File: config.mk
export PLATFORM = sky130hd
export DESIGN_NAME = nibble_gather
export DESIGN_NICKNAME = d
export VERILOG_FILES = /design/src/rtl/nibble_gather.sv
export SDC_FILE = /design/constraint.sdc
export NUM_CORES = 1
export LEC_CHECK = 0
export CAP_MARGIN = 20
export CELL_PAD_IN_SITES_DETAIL_PLACEMENT = 1
export CELL_PAD_IN_SITES_GLOBAL_PLACEMENT = 1
export CORE_UTILIZATION = 52
export DETAILED_ROUTE_END_ITERATION = 7
export GPL_TIMING_DRIVEN = 0
export PLACE_DENSITY = 0.95
export SYNTH_ARGS = -nofsm -noshare
export SYNTH_HDL_FRONTEND = slang
export SYNTH_SLANG_ARGS = --single-unit
File: constraint.sdc
create_clock -name clk -period 5.26 [get_ports clk]
set_input_delay 0.789 -clock clk [delete_from_list [all_inputs] [get_ports clk]]
set_output_delay 0.789 -clock clk [all_outputs]
set_load 0.02 [all_outputs]
File: src/rtl/nibble_gather.sv
// Gathers a serial 4-bit nibble stream into 12-bit {e,f,g} groups and queues
// them in a small FIFO that drives the downstream triplet inputs in parallel.
module nibble_gather #(
  parameter int DEPTH = 4,
  parameter int CNT_W = 3
) (
  input  logic             clk,
  input  logic             rst_n,
  input  logic [3:0]       in_nib,
  input  logic             in_vld,
  input  logic             in_sof,
  output logic             in_rdy,
  output logic [3:0]       out_e,
  output logic [3:0]       out_f,
  output logic [3:0]       out_g,
  output logic             out_vld,
  input  logic             out_rdy,
  output logic             err_sof,
  output logic [CNT_W-1:0] fifo_cnt
);
  localparam int AW = $clog2(DEPTH);
  localparam logic [CNT_W-1:0] FULL = CNT_W'(DEPTH);

  typedef enum logic [1:0] {G0, G1, G2} gather_t;

  gather_t       state, state_nxt;
  logic          acc, pop, push, load_e, load_f, discard;
  logic [3:0]    stage_e, stage_f;
  logic [11:0]   mem [DEPTH];
  logic [AW-1:0] wr_ptr, rd_ptr;

  always_ff @(posedge clk or negedge rst_n) begin
    if (!rst_n) state <= G0;
    else        state <= state_nxt;
  end

  // A start-of-group nibble always restarts the gather at index 1.
  always_comb begin
    state_nxt = state;
    if (acc) begin
      if (in_sof) begin
        state_nxt = G1;
      end else begin
        case (state)
          G0:      state_nxt = G1;
          G1:      state_nxt = G2;
          default: state_nxt = G0;
        endcase
      end
    end
  end

  // Only the third nibble can stall: it needs a free FIFO slot.
  always_comb begin
    in_rdy  = (state != G2) || (fifo_cnt != FULL);
    acc     = in_vld && in_rdy;
    load_e  = acc && (in_sof || state == G0);
    load_f  = acc && !in_sof && state == G1;
    push    = acc && !in_sof && state == G2;
    discard = acc && in_sof && state != G0;
  end

  assign out_vld = (fifo_cnt != '0);
  assign pop     = out_vld && out_rdy;
  assign {out_e, out_f, out_g} = mem[rd_ptr];

  always_ff @(posedge clk or negedge rst_n) begin
    if (!rst_n) begin
      stage_e  <= '0;
      stage_f  <= '0;
      wr_ptr   <= '0;
      rd_ptr   <= '0;
      fifo_cnt <= '0;
      err_sof  <= 1'b0;
      for (int i = 0; i < DEPTH; i++) mem[i] <= '0;
    end else begin
      err_sof <= discard;
      if (load_e) stage_e <= in_nib;
      if (load_f) stage_f <= in_nib;
      if (push) begin
        mem[wr_ptr] <= {stage_e, stage_f, in_nib};
        wr_ptr      <= wr_ptr + 1'b1;
      end
      if (pop) rd_ptr <= rd_ptr + 1'b1;
      case ({push, pop})
        2'b10:   fifo_cnt <= fifo_cnt + 1'b1;
        2'b01:   fifo_cnt <= fifo_cnt - 1'b1;
        default: fifo_cnt <= fifo_cnt;
      endcase
    end
  end
endmodule
Word level (Yosys, flattened, before mapping)

Cells that the tools add are included.
W data, S select, Z words.

Bitwise gates (word level): 2
Reduce and logical (&&, ||, !) cells: 16
Mux-type cells: 9
Eq/ne operators: 6
Add/subtract/negate cells: 4
Magnitude comparators: 3

Operator list:

| kind                  | count |
|---|---|
| $bwmux W48            | 1 |
| $mux W12              | 3 |
| $bmux W12 S2          | 1 |
| $demux W12 S2         | 1 |
| $logic_and A1 B1 Y1   | 9 |
| $ge A3 B3 Y1 const B  | 2 |
| $not A2 Y3            | 2 |
| $pmux W3 S2           | 1 |
| $add A2 B1 Y2 const B | 2 |
| $eq A2 B1 Y1 const B  | 2 |
| $eq A2 B2 Y1 const B  | 2 |
| $pmux W2 S2           | 1 |
| $reduce_bool A2 Y1    | 2 |
| $add A3 B1 Y3 const B | 1 |
| $lt A3 B1 Y1 const B  | 1 |
| $ne A3 B3 Y1 const B  | 1 |
| $reduce_bool A3 Y1    | 1 |
| $sub A3 B1 Y3 const B | 1 |
| $logic_not A2 Y1      | 1 |
| $logic_or A1 B1 Y1    | 2 |
| $mux W2               | 1 |
| $ne A2 B2 Y1 const B  | 1 |
| $logic_not A1 Y1      | 1 |

Flip-flop bits (word level): 66
Input bits: 9
Output and inout bits: 18
Logic and storage cells: 51

Logic depth before layout (Yosys ltp)

Gate-level depths: netlist (run 1).

Depth after elaboration: 7
Gate-level depth with buffers: 10
Mapped depth without buffers: 9

Worst setup path after synthesis (run 1)

No wires, ideal clock.

Kind: input to register
From: input in_sof
To: register fifo_cnt[2]
Arrival time: 2.262 ns
Data required time: 5.180 ns
Slack: 2.918 ns
Library setup time: 0.080 ns
Stages: 9
Path buffers: 0
Cell sequence: and4bb_2 > and2_1 > inv_1 > ha_1 > inv_1 > fa_1 > xor2_1 > nor2_1 > xor2_1

Cells in the longest elaborated chain, start to end: 5
Elaborated cells on any way between the ends: 7
Those cells by class: 2 x eq/ne; 1 x mux; 4 x reduce/logical

RTL lines:

| what                                              | line | source |
|---|---|---|
| from (decl)                                       | 11   | `input logic in_sof,` |
| $logic_not A1 Y1 (*)                              | 59   | `push = acc && !in_sof && state == G2;` |
| $logic_and A1 B1 Y1 (*) (2 in series)             | 59   |  |
| $eq A2 B1 Y1 or $eq A2 B2 Y1 (tied branches)      | 85   | `case ({push, pop})` |
| $pmux W3 S2 or $reduce_bool A2 Y1 (tied branches) | --   |  |
| to (signal assigned)                              | 86   | `2'b10: fifo_cnt <= fifo_cnt + 1'b1;` |
| to (signal assigned)                              | 87   | `2'b01: fifo_cnt <= fifo_cnt - 1'b1;` |
| to (signal assigned)                              | 88   | `default: fifo_cnt <= fifo_cnt;` |
| to (decl)                                         | 19   | `output logic [CNT_W-1:0] fifo_cnt` |

Every way passes the cells marked *; elsewhere a longest branch is shown, timed or not.
A chain may end at the register's enable or synchronous reset.

Worst setup path after layout (run 1)

From: register rd_ptr[0]
To: output out_f[0]

Cells in the longest elaborated chain, start to end: 4

RTL lines:

| what                                         | line | source |
|---|---|---|
| from (decl)                                  | 30   | `logic [AW-1:0] wr_ptr, rd_ptr;` |
| from (signal assigned)                       | 84   | `if (pop) rd_ptr <= rd_ptr + 1'b1;` |
| $not A2 Y3 (implied by the code)             | 65   | `assign {out_e, out_f, out_g} = mem[rd_ptr];` |
| $bmux W12 S2                                 | 65   |  |
| $mux W12 (implied by the code) (2 in series) | 65   |  |
| to (decl)                                    | 14   | `output logic [3:0] out_f,` |

No other way between the ends. The select of a mux whose other input is x is not followed.

==> results of run 1 <==
-- cell families after synthesis --
group / Yosys count / synth area share (%)
muxes: 70 / 31.1
DFF: 66 / 55.6
and+or+nand+nor: 16 / 4.05
buffers and inverters: 15 / 2.74
AOI/OAI and AO/OA: 6 / 1.94
xor gates and xnor gates: 6 / 1.77
adders and majority gates: 6 / 2.78
-- state kept, by name, indices dropped and copies added (netlist names) --
register  cells
rd_ptr        2
state         2
mem          48
err_sof       1
wr_ptr        2
stage_e       4
fifo_cnt      3
stage_f       4
-- routing by layer --
layer | GRT usage, % | share of wire, %
met1 | 31.5 | 44
met2 | 36.8 | 51
met3 | 5.41 | 2.7
met4 | 10.8 | 2.2
met5 | 0 | 0
-- layout make-up --
type,count,area share (%)
Tap cell,72,2.56
Timing Repair Buffer,26,7.32
Sequential cell,66,46.9
Buffer,8,1.56
Multi-Input combinational cell,104,35.0
Clock inverter,5,2.27
Inverter,7,0.746
Clock buffer,10,3.62
-- synth_stat cells (all sizes together) --
library cell	count
dfrtp	66
mux2	57
a21o	1
mux4	12
or3	1
nand2b	1
nor2	3
and4bb	1
o21ai	2
nand2	2
o221ai	1
a21oi	1
and2	1
o31a	1
buf	8
or2	1
xor2	3
fa	1
nand3	4
ha	5
xnor2	3
inv	7
or3b	1
mux2i	1
nor4b	1
-- power by group through the flow --
stage               Sequential (mW)  Combinational, mW  Clock [mW]
floorplan                     0.766              0.432           0
global placement              0.780              0.626           0
detailed placement            0.795              0.656           0
CTS                           0.790              0.662       0.464
global route                  0.812              0.703       0.485
finish                        0.789              0.650       0.459
-- through the flow --
stage	instances	hold WS, ns
6_report	298	0.498
4_1_cts	298	0.503
3_3_place_gp	283	0.476
2_1_floorplan	185	0.459
5_1_grt	298	0.524
3_5_place_dp	283	0.489
-- how the worst min path moves through the flow --
stage,start,to,slack [ns],depth (start not counted)
CTS,mem[34],mem[34],0.50,1
global placement,mem[44],mem[44],0.48,1
finish,mem[34],mem[34],0.50,1
detailed placement,mem[33],mem[33],0.49,1
global route,mem[33],mem[33],0.52,1
floorplan,mem[32],mem[32],0.46,1
==> results.toml, run 1 <==
[clock_network]
cts_tree = "done"
insertion_delay_ns = 0.34
cts_made_buffers = 9
cts.sinks = 66
cts_max_level = 3
cts_hold_buf = 0
cts_buffer_depth = 2
postCtsResizedCells = 0
path_clk_slew_ns = 0.07
post_cts_buffers = 0
root_buffer = "clkbuf_8"

[critical_path]
worstPathCellList = "buf_2 > buf_2 > mux4_2 > clkdlybuf4s50_1"
max_stage_delay_ns = 0.57
crit_start = "rd_ptr[0]"
cp_data_arrival_time_ns = 2.36
cp_max_fo = 10
ff2ff_setup_slack_ns = 2.91
worstSetupPathType = "flop to output port"
rr_endpoint = "fifo_cnt[2]"
crit_path_end = "out_f[0]"
crit_buf_inv = 3
rr_worst_depth = 10
critPathRequiredTime_ns = 4.47
cp_slowest_cell = "mux4_2"
cpMostUsedCell = "buf_2"
cpLargestDelayFamily = "buffers and inverters"
worstSetupEndpointType = "output port"
worst_setup_path_start_kind = "flop"
rr_startpoint = "fifo_cnt[0]"
path_depth = 4

[drt]
wire_per_inst_um = 20.4
drtAntennaViolNets = 0
num_vias = 1672
drc = 0
first_pass_iters = 4
dr.first_iter.drc_count = 57
drt_wl_total_um = 6080
routed_via_density = 5.61

[timing]
drv_slew = 0
finalSetupViolCount = 0
post-route-period-util_pct = 59.8
worst_slack_ns = 2.12
fin_skew_ns = 0.00798
relSlewSlack_pct = 45.8
rsz0062_at_grt = "no"
fmax_mhz = 318
hold_violations = 0
tightest_slew_ns = 0.813
layout_min_cycle_time_ns = 3.14
fin_tns_setup_ns = 0

[pwr]
p_sw_share_pct = 32.0
intPower_mw = 1.29
power_leakage_nw = 1.63
switchingPower_uw = 608
power_frac_clock_pct = 24.2
seqPwrFrac_pct = 41.5
p_total_mw = 1.90
combPwrFrac_pct = 34.3
max-vdd-ir-drop_v = 0.000309
p_per_area_nw_per_um2 = 539

[global_routing]
overflow = 0
antenna_found_initial = 0
grt_first_pass_wirelength_um = 10300
grt.total_usage_pct = 23.5
grt_max_degree = 67
grt_pass1_vias = 1898

[synth]
netlist.top_cell.by_area = "dfrtp_1"
ys_ff_latch = 66
ys_types = 29
syn_area_per_cell_um2 = 16.0
synth_nets = 200
yosys_warnings = 0
synthCells = 185
netlist.area_leader.share_pct = 55.6
synth_area_leaders = "dfrtp_1 56%, mux2_2 20%, mux4_2 9.1%, ha_1 2.1%, mux2_1 1.5%"
synth_seq_area_share_pct = 55.6
post_synth_instance_area_um2 = 2970

[job]
cap_viol_max_count = 0

[die]
io_pins = 27
rows = 27
fp.dieW_um = 77.5
die_area_um2 = 6010
die_h_um = 77.5
start_util_pct = 53.9
coreArea_um2 = 5510

[worst_hold_path]
hold_class = "flop to flop"

[finish]
final_cell_mix = "66 x dfrtp_1, 53 x mux2_2, 25 x clkdlybuf4s50_1"
nets = 237
antenna_cells = 0
fillers = 501
fin_util_pct = 64.0
design_area_um2 = 3520
syn2layout_area_growth_pct = 18.7
drive_above_1_share_pct = 42.0
multi_input_area_um2 = 1230
layout_commonest_cell = "dfrtp_1"
register_area_um2 = 1650

[placed_design]
gp_congestion = 0.720
port_buffers = 26
pre_cts_slack_ns = 2.14
hpwl_um = 3970
place_area_um2 = 3320

[run_status]
status = "completed"
No activity file was read; power rests on OpenSTA's default activity.
==> inputs of run 2 (changes only) <==
Settings changed: CORE_UTILIZATION 52 to 43, PLACE_DENSITY 0.95 to 0.85.
Clock period 5.26 ns to 2.8 ns, I/O delays scaled along.
==> results.toml, run 2 (synthesis gave the netlist of run 1 again) <==
[die]
start_util_pct = 45.7
io_pins = 27
fp.dieW_um = 85.1
coreArea_um2 = 6490
rows = 29
die_area_um2 = 7240
die_h_um = 85.1

[global_routing]
overflow = 0
grt_first_pass_wirelength_um = 9650
grt_max_degree = 67
grt_pass1_vias = 1846
grt.total_usage_pct = 18.0
antenna_found_initial = 0

[drt]
drc = 0
dr.first_iter.drc_count = 36
first_pass_iters = 3
drt_wl_total_um = 5530
routed_via_density = 5.35
wire_per_inst_um = 18.2
num_vias = 1627
drtAntennaViolNets = 0

[finish]
largest_register = "mem"
fin_util_pct = 54.3
top_regs = "mem (48), stage_e (4), stage_f (4)"
final_cell_mix = "66 x dfrtp_1, 53 x mux2_2, 25 x clkdlybuf4s50_1"
antenna_cells = 0
fillers = 630
largest_register_ffs = 48
layoutNonFillerInstCount = 304
drive_above_1_share_pct = 41.9
syn2layout_area_growth_pct = 18.8
nets = 237
layout_commonest_cell = "dfrtp_1"
multi_input_area_um2 = 1230
register_area_um2 = 1650

[timing]
rsz0062_at_grt = "no"
hold_violations = 0
post-route-period-util_pct = 93.3
drv_slew = 0
layout_min_cycle_time_ns = 2.61
fmax_mhz = 383
fin_tns_setup_ns = 0
worst_slack_ns = 0.188
fin_skew_ns = 0.00650
finalSetupViolCount = 0
tightest_slew_ns = 0.808
relSlewSlack_pct = 46.1

[clock_network]
cts_tree = "done"
path_clk_slew_ns = 0.07
root_buffer = "clkbuf_8"
post_cts_buffers = 0
cts_hold_buf = 0
cts.sinks = 66
cts_made_buffers = 9
cts_buffer_depth = 2
insertion_delay_ns = 0.33
cts_max_level = 3

[critical_path]
rr_worst_depth = 10
critPathRequiredTime_ns = 2.38
worst_setup_path_start_kind = "flop"
rr_endpoint = "fifo_cnt[2]"
crit_path_end = "out_e[1]"
cp_max_fo = 10
ff2ff_setup_slack_ns = 0.46
worstSetupPathType = "flop to output port"
cp_data_arrival_time_ns = 2.19
crit_start = "rd_ptr[0]"
worstSetupEndpointType = "output port"
rr_startpoint = "fifo_cnt[0]"

[placed_design]
gp_congestion = 0.694
pre_cts_slack_ns = 0.0757
port_buffers = 26
hpwl_um = 3750
dp_cells = 288

[job]
cap_viol_max_count = 0

[run_status]
status = "completed"

[pwr]
power_leakage_nw = 1.64
p_per_area_nw_per_um2 = 986
max-vdd-ir-drop_v = 0.000516
p_total_mw = 3.48

[worst_hold_path]
hold_class = "primary input to async pin"
==> run 2: how the worst min path moves through the flow <==
stage	from	end
after detailed placement	mem[13]	mem[13]
after floorplan	rst_n	err_sof
after global routing	rst_n	mem[46]
after global placement	mem[44]	mem[44]
after CTS	rst_n	mem[46]
final	rst_n	mem[34]
==> run 2: power breakdown <==
group	switching, mW	internal, mW
clock	0.336	0.460
combinational	0.538	0.679
sequential	0.206	1.26
==> run 2: final cells by class <==
type	count	share of cell area [%]
multi-input combinational	104	35.0
timing repair buffer	26	7.31
sequential	66	46.8
clock buffer	14	4.61
buffer	8	1.77
inverter	7	0.745
clock inverter	2	0.993
tap	77	2.73
==> run 2: metal layers <==
layer	up-vias	wire length (µm)	track usage [%]	part of all wire (%)
li1	741	-	-	-
met1	846	2430	23.1	44
met2	31	2790	29.4	51
met3	9	214	5.06	3.9
met4	0	83	6.47	1.5
met5	-	0	0	0
==> run 2: critical path, stage by stage, from the launching register on <==
cell	delay, ns
dfrtp_1	0.32
buf_2	0.22
buf_6	0.22
mux4_2	0.54
clkdlybuf4s50_1	0.55
==> run 2: timing repair <==
item                                    in CTS  in global routing
endpoints found under the setup margin       8                  4
gates resized for setup                      1                  2
cloned                                       0                  0
==> run 2: per-stage QoR <==
step	cell area [µm²]	hold slack [ns]
floorplan	2970	0.124
global placement	3320	0.471
detailed placement	3320	0.490
CTS	3520	0.204
global route	3530	0.243
finish	3530	0.172
==> inputs of run 3 (changes only) <==
Settings changed: ABC_AREA set to 1, CORE_UTILIZATION 43 to 40, HOLD_SLACK_MARGIN set to 0.12, PLACE_DENSITY 0.85 to 0.87, REMOVE_ABC_BUFFERS set to 1.
==> results.toml, run 3 <==
[run_status]
status = "completed"

[critical_path]
rr_endpoint = "fifo_cnt[2]"
worstSetupEndpointType = "output port"
max_stage_delay_ns = 0.63
ff2ff_setup_slack_ns = 0.63
rr_worst_depth = 8
worst_setup_path_start_kind = "flop"
cp_data_arrival_time_ns = 2.20
cpMostUsedCell = "a21oi_1"
cp_slowest_cell = "clkdlybuf4s50_1"
cp_max_fo = 13
rr_startpoint = "fifo_cnt[2]"
critPathRequiredTime_ns = 2.38
crit_buf_inv = 2
worstSetupPathType = "flop to output port"
worstPathCellList = "clkinvlp_4 > o21ai_0 > a21oi_1 > a21oi_1 > clkdlybuf4s50_1"
cpLargestDelayFamily = "buffers and inverters"

[timing]
holdWs_ns = 0.180
hold_violations = 0
post-route-period-util_pct = 93.4
drv_slew = 0
fin_skew_ns = 0.0113
fmax_mhz = 382
relSlewSlack_pct = 42.6
finalSetupViolCount = 0
tightest_slew_ns = 0.860
layout_min_cycle_time_ns = 2.62
rsz0062_at_grt = "no"

[finish]
fin_util_pct = 47.5
nets = 449
antenna_cells = 0
layout_commonest_cell = "nand2_1"
top_regs = "mem (48), stage_e (4), stage_f (4)"
largest_register = "mem"
layoutNonFillerInstCount = 543
drive_above_1_share_pct = 6.39
syn2layout_area_growth_pct = 14.7
largest_register_ffs = 48
fillers = 1009
final_cell_mix = "121 x nand2_1, 65 x dfrtp_1, 64 x inv_1"

[synth]
async_reset_ff_share_pct = 100
synth_edf_count = 0
ys_types = 24
synth_adder_area_share_pct = 2.42
synthFlopType = "dfrtp_1"
synth_seq_area_share_pct = 48.3
synth_xor_area_share_pct = 1.28
post_synth_instance_area_um2 = 3420
synth_top_family_by_area = "compound AO/OA/AOI/OAI gates"
ys_ff_latch = 66
netlist.top_cell.by_area = "dfrtp_1"
synth_mux_area_share_pct = 0
synth-compound-area-share_pct = 20.0
syn_area_per_cell_um2 = 8.30
synthCells = 412
synth.most_common_cell = "nand2_1"
synth_area_leaders = "dfrtp_1 48%, nand2_1 13%, o21bai_1 11%, inv_1 7.1%, a21oi_1 5.6%"
yosys-top-cells-count = "121 x nand2_1, 66 x dfrtp_1, 65 x inv_1"
yosys_warnings = 0
yosys.area_share.simple_pct = 16.1
netlist.area_leader.share_pct = 48.3

[job]
cap_viol_max_count = 0

[pwr]
max-vdd-ir-drop_v = 0.000496
p_per_area_nw_per_um2 = 1130
p_total_mw = 4.42
power_leakage_nw = 1.85

[drt]
num_vias = 2793
drc = 0
routed_via_density = 5.14
drtAntennaViolNets = 0
dr.first_iter.drc_count = 138
drt_wl_total_um = 8920
first_pass_iters = 4
wire_per_inst_um = 16.4

[global_routing]
antenna_found_initial = 0
grt_pass1_vias = 2928
grt_max_degree = 67
grt_first_pass_wirelength_um = 14600
grt.total_usage_pct = 21.9
overflow = 0

[die]
die_h_um = 94.4
die_area_um2 = 8920
rows = 33
fp.dieW_um = 94.4
coreArea_um2 = 8260
io_pins = 27
start_util_pct = 41.4

[clock_network]
cts_tree = "done"
insertion_delay_ns = 0.34
cts_made_buffers = 9
cts.sinks = 66
cts_max_level = 3
path_clk_slew_ns = 0.07
cts_buffer_depth = 2
root_buffer = "clkbuf_8"

[placed_design]
hpwl_um = 5310
port_buffers = 26
dp_cells = 524
gp_congestion = 0.715

[worst_hold_path]
hold_class = "primary input to async pin"
[run 3: cell types whose count changed in the layout (fill, tap and decap cells not counted), moves of 3 or more]
cell      change
nand3_2       -4
inv_1        +57
o21bai_1     +48
nand2_1     +119
a21oi_1      +37
mux2_2       -53
mux2_1        -4
nand3_1       +3
mux4_2       -12
nor2_4        +3
o21ai_0      +22
[run 3: worst max-delay path by stage]
stage / to / start / slack [ns] / depth (start not counted)
2_1_floorplan: fifo_cnt[1] / fifo_cnt[0] / 0.10 / 7
3_3_place_gp: mem[21] / in_vld / -1.26 / 5
3_5_place_dp: out_e[0] / rd_ptr[0] / -0.08 / 5
4_1_cts: out_e[0] / rd_ptr[1] / 0.002 / 5
5_1_grt: out_e[1] / rd_ptr[1] / 0.09 / 5
6_report: out_e[1] / rd_ptr[1] / 0.18 / 5
[run 3: layout make-up]
| type | count | area [µm²] | share of cell area (%) |
|---|---|---|---|
| Multi-Input combinational cell | 259 | 1370 | 34.9 |
| Clock inverter | 3 | 40.0 | 1.02 |
| Clock buffer | 12 | 145 | 3.70 |
| Sequential cell | 66 | 1660 | 42.2 |
| Timing Repair Buffer | 30 | 314 | 8.01 |
| Tap cell | 105 | 131 | 3.35 |
| Timing Repair inverter | 1 | 7.51 | 0.191 |
| Inverter | 67 | 258 | 6.57 |
[run 3: repair_timing]
item / 4_1_cts / 5_1_grt
resized for setup: 4 / 2
cloned: 0 / 1
hold buffers: 0 / 0
buffers inserted: 0 / 2
endpoints found under the setup margin: 12 / 3
[run 3: routing by layer]
metal	GRT usage [%]	vias to the layer above	wire length [µm]
met3	3.38	13	257
met1	26.8	1411	3960
li1	-	1327	-
met5	0	-	0
met4	8.33	0	145
met2	38.8	42	4560
[run 3: cell families (layout without fill, tap and decap cells)]
logic type                 Yosys count  after routing
buffers and inverters               87            113
AOI/OAI and AO/OA                  112            112
xor gates and xnor gates             5              5
adders and majority gates            6              6
DFF                                 66             66
and+or+nand+nor                    136            136
[run 3: metrics by stage]
stage | instance area (µm²) | setup TNS [ns] | setup WS [ns]
floorplan | 3260 | 0 | 0.101
CTS | 3880 | 0 | 0.00209
detailed placement | 3690 | -0.208 | -0.0810
global placement | 3660 | -103.53 | -1.26
global route | 3920 | 0 | 0.0856
finish | 3920 | 0 | 0.184
[run 3: where the power goes]
group	internal [mW]	switching (mW)	leakage (nW)	total (mW)
combinational	0.813	1.22	1.06	2.04
sequential	1.33	0.267	0.699	1.60
clock	0.429	0.360	0.0962	0.789
total	2.57	1.85	1.85	4.42
